## config.mk

```make
export PLATFORM = sky130hd
export DESIGN_NAME = axi_lite_slave_regs
export DESIGN_NICKNAME = d
export VERILOG_FILES = /design/src/rtl/axi_lite_slave_regs.sv
export SDC_FILE = /design/constraint.sdc
export NUM_CORES = 1
export LEC_CHECK = 0
export ABC_AREA = 1
export CAP_MARGIN = 10
export CORE_MARGIN = 5
export CORE_UTILIZATION = 35
export DETAILED_ROUTE_END_ITERATION = 16
export GPL_TIMING_DRIVEN = 0
export SYNTH_ARGS = -nofsm -noshare
export SYNTH_HDL_FRONTEND = slang
export SYNTH_SLANG_ARGS = --single-unit
```

## constraint.sdc

```tcl
create_clock -name clk -period 2.2 [get_ports clk]
set_clock_uncertainty 0.2 [all_clocks]
set_input_delay 0.33 -clock clk [delete_from_list [all_inputs] [get_ports clk]]
set_output_delay 0.33 -clock clk [all_outputs]
set_load 0.02 [all_outputs]
```

## src/rtl/axi_lite_slave_regs.sv

```systemverilog
// axi_lite_slave_regs: AXI-lite register bank of NUM_REGS x DATA_WD.
// Define AXIL_SLV_ADDR_CHECK_EN to answer out-of-range accesses with SLVERR.
module axi_lite_slave_regs #(
  parameter int DATA_WD  = 8,
  parameter int ADDR_WD  = 8,
  parameter int NUM_REGS = 16
) (
  input  logic               clk,
  input  logic               rst_n,
  input  logic               awvalid,
  input  logic [ADDR_WD-1:0] awaddr,
  output logic               awready,
  input  logic               wvalid,
  input  logic [DATA_WD-1:0] wdata,
  output logic               wready,
  output logic               bvalid,
  output logic [1:0]         brsp,
  input  logic               bready,
  input  logic               arvalid,
  input  logic [ADDR_WD-1:0] araddr,
  output logic               arready,
  output logic               rvalid,
  output logic [DATA_WD-1:0] rdata,
  output logic [1:0]         rrsp,
  input  logic               rready
);

  localparam int IDX_WD = $clog2(NUM_REGS);
  localparam logic [1:0] RSP_OKAY   = 2'b00;
  localparam logic [1:0] RSP_SLVERR = 2'b10;

  logic [DATA_WD-1:0] regs_q [NUM_REGS];

  logic               aw_held;
  logic               w_held;
  logic [ADDR_WD-1:0] aw_addr_q;
  logic [DATA_WD-1:0] w_data_q;

  logic               aw_fire;
  logic               w_fire;
  logic               ar_fire;
  logic               wr_go;
  logic [ADDR_WD-1:0] wr_addr;
  logic [DATA_WD-1:0] wr_data;
  logic [IDX_WD-1:0]  wr_idx;
  logic [IDX_WD-1:0]  rd_idx;
  logic               wr_ok;
  logic               rd_ok;

  assign awready = !aw_held && !bvalid;
  assign wready  = !w_held && !bvalid;
  assign arready = !rvalid;

  assign aw_fire = awvalid && awready;
  assign w_fire  = wvalid && wready;
  assign ar_fire = arvalid && arready;

  // A write commits once both halves are either held or arriving now.
  assign wr_go   = (aw_held || aw_fire) && (w_held || w_fire);
  assign wr_addr = aw_held ? aw_addr_q : awaddr;
  assign wr_data = w_held ? w_data_q : wdata;
  assign wr_idx  = wr_addr[IDX_WD-1:0];
  assign rd_idx  = araddr[IDX_WD-1:0];

`ifdef AXIL_SLV_ADDR_CHECK_EN
  // One extra bit so NUM_REGS == 2**ADDR_WD still compares correctly.
  localparam logic [ADDR_WD:0] LIMIT = (ADDR_WD+1)'(NUM_REGS);
  assign wr_ok = {1'b0, wr_addr} < LIMIT;
  assign rd_ok = {1'b0, araddr} < LIMIT;
`else
  logic unused_hi;
  assign unused_hi = ^{wr_addr, araddr};
  assign wr_ok     = 1'b1;
  assign rd_ok     = 1'b1;
`endif

  // Hold AW and W halves until their partner shows up.
  always_ff @(posedge clk) begin
    if (!rst_n) begin
      aw_held   <= 1'b0;
      w_held    <= 1'b0;
      aw_addr_q <= '0;
      w_data_q  <= '0;
    end else if (wr_go) begin
      aw_held <= 1'b0;
      w_held  <= 1'b0;
    end else begin
      if (aw_fire) begin
        aw_held   <= 1'b1;
        aw_addr_q <= awaddr;
      end
      if (w_fire) begin
        w_held   <= 1'b1;
        w_data_q <= wdata;
      end
    end
  end

  // Register array; out-of-range writes are dropped when checking is on.
  always_ff @(posedge clk) begin
    if (!rst_n) begin
      for (int i = 0; i < NUM_REGS; i++) begin
        regs_q[i] <= '0;
      end
    end else if (wr_go && wr_ok) begin
      regs_q[wr_idx] <= wr_data;
    end
  end

  // Write response: raised on commit, held until bready.
  always_ff @(posedge clk) begin
    if (!rst_n) begin
      bvalid <= 1'b0;
      brsp   <= RSP_OKAY;
    end else if (wr_go) begin
      bvalid <= 1'b1;
      brsp   <= wr_ok ? RSP_OKAY : RSP_SLVERR;
    end else if (bvalid && bready) begin
      bvalid <= 1'b0;
    end
  end

  // Read data: sampled from the array before any same-edge write lands.
  always_ff @(posedge clk) begin
    if (!rst_n) begin
      rvalid <= 1'b0;
      rdata  <= '0;
      rrsp   <= RSP_OKAY;
    end else if (ar_fire) begin
      rvalid <= 1'b1;
      rdata  <= rd_ok ? regs_q[rd_idx] : '0;
      rrsp   <= rd_ok ? RSP_OKAY : RSP_SLVERR;
    end else if (rvalid && rready) begin
      rvalid <= 1'b0;
    end
  end

endmodule

```

== Yosys cells after proc, flatten, opt, wreduce, memory -nomap -nowiden ==
Memory sizes are Yosys's and may differ from the RTL's. A register that Yosys moved wholly into a read port is not among the register bits.
Index checks and enable logic that the tools add are counted.

* Output and inout bits: 17
* Register bits after elaboration: 16
* Bits in writable memories: 128
* Memories: 1

* Bitwise operators: 2
* Reduce and logical (&&, ||, !) cells: 21
* Multiplexer cells: 13

{| class="wikitable"
|+ Memory list
! memory !! depth !! bits a word !! read ports !! clocked after Yosys merged registers in !! wr ports !! RTL line !! source
|-
| regs_q || 16 || 8 || 1 || 1 || 16 || 32 || <nowiki>logic [DATA_WD-1:0] regs_q [NUM_REGS];</nowiki>
|}

{| class="wikitable"
|+ Operator list
! operator !! number
|-
| $mux W8 || 2
|-
| $mux W1 || 9
|-
| $logic_and A1 B1 Y1 || 8
|-
| $mux W4 || 2
|-
| $reduce_or A8 Y1 || 1
|-
| $logic_not A1 Y1 || 5
|-
| $reduce_and A2 Y1 || 2
|-
| $reduce_bool A2 Y1 || 2
|-
| $logic_or A1 B1 Y1 || 2
|-
| $not A1 Y1 || 2
|-
| $reduce_or A2 Y1 || 1
|}

== Logic depth before layout (Yosys ltp) ==
* Depth after elaboration: 10
* Mapped depth: 10

== Least setup slack after synthesis ==
No wires, ideal clock.

* Path type: flip-flop to flip-flop
* Start: register bvalid
* End: memory regs_q[15][0], enable pin
* Cell stages (with the launch flop): 8
* Setup slack: 0.112 ns
* Arrival time: 1.560 ns
* Library setup time: 0.329 ns
* Required time: 1.671 ns
* Cells stage by stage: dfxtp_1 -> nor3b_2 -> nor2_1 -> nor2_1 -> nand2_4 -> nor2_4 -> nand2_2 -> nand2_1

{| class="wikitable"
|+ RTL lines
! what !! RTL line !! source
|-
| start: declaration || 16 || <nowiki>output logic bvalid,</nowiki>
|-
| start signal: assignment || 113 || <nowiki>bvalid <= 1'b0;</nowiki>
|-
| start signal: assignment || 116 || <nowiki>bvalid <= 1'b1;</nowiki>
|-
| start signal: assignment || 119 || <nowiki>bvalid <= 1'b0;</nowiki>
|-
| end: declaration || 32 ||
|}

==> impl_metrics.prom <==
# TYPE chip_impl_metric gauge
chip_impl_metric{name="timing.final.hold_violations",unit=""} 0
chip_impl_metric{name="max-cap-violations",unit=""} 0
chip_impl_metric{name="setup_total_negative_slack",unit="ns"} 0
chip_impl_metric{name="timing.critical_path.slowest_cell_delay",unit="ns"} 0.58
chip_impl_metric{name="number_of_buffers_between_clock_root_and_the_deepest_sink",unit=""} 2
chip_impl_metric{name="ios",unit=""} 48
chip_impl_info{name="status",value="complete, no violations"} 1
chip_impl_metric{name="transition_time_at_the_pin_with_the_least_slew_margin",unit="ns"} 0.591
chip_impl_metric{name="cp.arrival",unit="ns"} 2.13
chip_impl_metric{name="number_of_h_tree_levels",unit=""} 4
chip_impl_metric{name="floorplan.core_area",unit="sq um"} 19500
chip_impl_metric{name="timing.reg2reg.setup_slack",unit="ns"} 0.03
chip_impl_metric{name="cts.hold.buffers_added",unit=""} 0
chip_impl_metric{name="die-width",unit="microns"} 151
chip_impl_metric{name="synth-seq-cells",unit=""} 152
chip_impl_info{name="cpLargestDelayFamily",value="buffers and inverters"} 1
chip_impl_info{name="category_of_the_worst_setup_path_launch_point",value="register"} 1
chip_impl_metric{name="final_critical_path_setup_slack",unit="ns"} 0.0349
chip_impl_info{name="hold_path.class",value="in -> reg"} 1
chip_impl_metric{name="clock-sinks",unit=""} 152
chip_impl_metric{name="wl",unit="microns"} 18100
chip_impl_metric{name="timing.final.crit_share",unit="%"} 98.4
chip_impl_metric{name="dpl.hpwl",unit="microns"} 12500
chip_impl_metric{name="dieHeight",unit="microns"} 151
chip_impl_metric{name="placed_area",unit="sq um"} 7650
chip_impl_metric{name="residual_drc_count",unit=""} 0
chip_impl_metric{name="worst_path_buffer_plus_inverter_count",unit=""} 2
chip_impl_metric{name="cellLeakagePower",unit="nW"} 3.51
chip_impl_metric{name="vias_per_cell",unit=""} 4.86
chip_impl_metric{name="areaGrowthSynthToFinish",unit="%"} 22.0
chip_impl_metric{name="finish.instance_area",unit="sq um"} 8520
chip_impl_metric{name="grt_overflow_total",unit=""} 0
chip_impl_metric{name="floorplan.initialDensity",unit="%"} 35.8
chip_impl_metric{name="syn-mean-instance-area",unit="sq um"} 9.36
chip_impl_metric{name="numPortBuffers",unit=""} 32
chip_impl_info{name="tritoncts_clock_tree",value="done"} 1
chip_impl_metric{name="final.min_clock_period",unit="ns"} 2.17
chip_impl_metric{name="detail_route.wl_per_cell",unit="microns"} 16.7
chip_impl_metric{name="grt_max_degree",unit=""} 17
chip_impl_metric{name="cellPowerDensity",unit="nW/um^2"} 829
chip_impl_metric{name="finalSetupViolations",unit=""} 0
chip_impl_info{name="worst_setup_path_end_kind",value="register"} 1
chip_impl_metric{name="ant_nets",unit=""} 0
chip_impl_metric{name="ys_warn_count",unit=""} 0
chip_impl_metric{name="cts_made_buffers",unit=""} 17
chip_impl_metric{name="number_of_antenna_violations_at_the_first_check_in_global_routing",unit=""} 0
chip_impl_metric{name="mappedNetlistArea",unit="sq um"} 6980
chip_impl_info{name="crit_path_top_delay_cell",value="sky130_fd_sc_hd__mux2i_2"} 1
chip_impl_metric{name="timing_max_transition_violations_final",unit=""} 0
chip_impl_metric{name="antenna-diode-count",unit=""} 0
chip_impl_metric{name="final_layout_size_suffix_gt1_share",unit="%"} 14.0
chip_impl_metric{name="die_area",unit="sq um"} 22900
chip_impl_metric{name="dp_worst_setup_slack",unit="ns"} -0.615
chip_impl_metric{name="achievable-frequency",unit="MHz"} 462
chip_impl_metric{name="netlist-cell-type-count",unit=""} 28
chip_impl_metric{name="gpl.final_weighted_congestion",unit=""} 0.854
chip_impl_metric{name="numnets_final",unit=""} 840
chip_impl_metric{name="ir_worst_vdd",unit="uV"} 524
chip_impl_metric{name="ys_seq_area_share",unit="%"} 61.9
chip_impl_metric{name="detail_route.iter0.violations",unit=""} 559
chip_impl_metric{name="worst_skew_pair_later_pin_latency",unit="ns"} 0.43
chip_impl_info{name="setup_repair_after_global_routing_missed_its_margin",value="yes"} 1
chip_impl_info{name="timing_worst_setup_path_type",value="reg -> reg"} 1
chip_impl_metric{name="worst-endpoint-required",unit="ns"} 2.17
chip_impl_metric{name="syn_inst",unit=""} 746
chip_impl_metric{name="grt_pass1_vias",unit=""} 5084
chip_impl_metric{name="maxSlewHeadroom",unit="%"} 59.8
chip_impl_info{name="clockRootBuffer",value="sky130_fd_sc_hd__clkbuf_16"} 1
chip_impl_metric{name="grt_use_total",unit="%"} 16.7
chip_impl_metric{name="grt_pass1_wl",unit="microns"} 28200
chip_impl_info{name="critical_path.cell_chain",value="buf_4 -> mux2i_2 -> clkbuf_2 -> nor2_1"} 1
chip_impl_metric{name="via_count",unit=""} 5288
chip_impl_metric{name="clock_slew_at_reported_path_ffs",unit="ns"} 0.06
chip_impl_metric{name="crit_fanout",unit=""} 10
chip_impl_metric{name="total_number_of_placement_rows",unit=""} 51
chip_impl_metric{name="drt_pass1_iterations",unit=""} 5
-- registers in the layout (all words and copies together) (netlist names) --
name	cells
regs_q	128
rdata	8
w_data_q	8
aw_addr_q	4
aw_held	1
bvalid	1
rvalid	1
w_held	1
-- where the power goes --
| group | switching, mW | internal (mW) |
|---|---|---|
| logic | 0.599 | 0.287 |
| registers | 0.0581 | 3.26 |
| clock network | 1.16 | 1.69 |
-- per-layer routing --
metal | part of all wire, % | track usage (%) | vias up | wire length [microns]
li1 | - | - | 2592 | -
met1 | 43 | 22.2 | 2461 | 7700
met2 | 47 | 26.7 | 200 | 8520
met3 | 7.9 | 3.80 | 35 | 1440
met4 | 2.5 | 6.17 | 0 | 450
met5 | 0 | 0 | - | 0
-- metrics by stage --
step	utilization [%]	total power, mW	cells	hold slack [ns]
5_1_grt	43.6	7.33	1087	0.273
4_1_cts	43.1	7.05	1083	0.213
2_1_floorplan	-	3.88	749	0.222
6_report	43.6	7.06	1087	0.222
3_5_place_dp	39.2	4.18	1046	0.267
3_3_place_gp	39.2	4.17	1046	0.262
-- worst reg2reg max path, stage by stage (launching register included) --
cell	delay [ns]
sky130_fd_sc_hd__dfxtp_1	0.37
sky130_fd_sc_hd__buf_4	0.27
sky130_fd_sc_hd__mux2i_2	0.58
sky130_fd_sc_hd__clkbuf_2	0.39
sky130_fd_sc_hd__nor2_1	0.09
-- repair_timing --
action                                  4_1_cts  5_1_grt
endpoints found under the setup margin      209      165
cloned                                        0        0
gates resized for setup                      42       21
pin swaps                                     5        4
buffers inserted                              5        4
-- final timing paths --
path	startpoint	to	cells past startpoint
max	w_held$_SDFFE_PP0P_	regs_q[15][7]$_SDFFCE_PN0P_	4
min reg2reg	aw_addr_q[2]$_SDFFE_PN0P_	aw_addr_q[2]$_SDFFE_PN0P_	2
max reg2reg	w_held$_SDFFE_PP0P_	regs_q[15][7]$_SDFFCE_PN0P_	4
min	araddr[3]	rdata[3]$_SDFFE_PN0P_	5
-- cell families after synthesis --
family	synth area share (%)
AND/OR/NAND/NOR	31.4
flip-flops	61.9
buffers and inverters	3.80
AO/OA/AOI/OAI	1.65
multiplexers	1.15
other	0.0537
-- layout make-up --
class,instances,area [sq um]
Buffer,41,191
Clock inverter,9,90.1
Fill cell,1928,11000
Multi-Input combinational cell,531,2560
Tap cell,265,332
Clock buffer,23,490
Sequential cell,152,4330
Timing Repair Buffer,41,437
Inverter,25,93.8
-- synthesized netlist by cell type, drive strengths merged --
cell | instances | area share, %
nand3b | 1 | 0.11
buf | 11 | 0.84
conb | 1 | 0.054
a21oi | 1 | 0.072
o211ai | 1 | 0.11
nor2 | 181 | 11
or2 | 4 | 0.36
nand2 | 207 | 13
mux2i | 8 | 1.1
nand3 | 105 | 7.5
o31ai | 1 | 0.11
o21ai | 16 | 1.3
clkinv | 2 | 0.11
clkbuf | 30 | 1.6
dfxtp | 24 | 6.9
edfxtp | 128 | 55
inv | 23 | 1.2
o21a | 1 | 0.11
nor3b | 1 | 0.18
-- cells in the final DEF, fill, tap and decap left out, drive strengths merged --
cell           synthesis  final
nand3                105    105
conb                   1      4
nand2                207    207
clkbuf                30     54
o21ai                 16     16
dfxtp                 24     24
clkinvlp               0      5
buf                   11     19
inv                   23     24
or2                    4      4
bufinv                 0      1
o31ai                  1      1
mux2i                  8      8
a21oi                  1      1
nand3b                 1      1
nor3b                  1      1
clkdlybuf4s50          0     31
o21a                   1      1
nor2                 181    181
dlygate4sd2            0      1
edfxtp               128    128
clkinv                 2      4
o211ai                 1      1
Note: power is estimated with default switching activity, not from simulation.
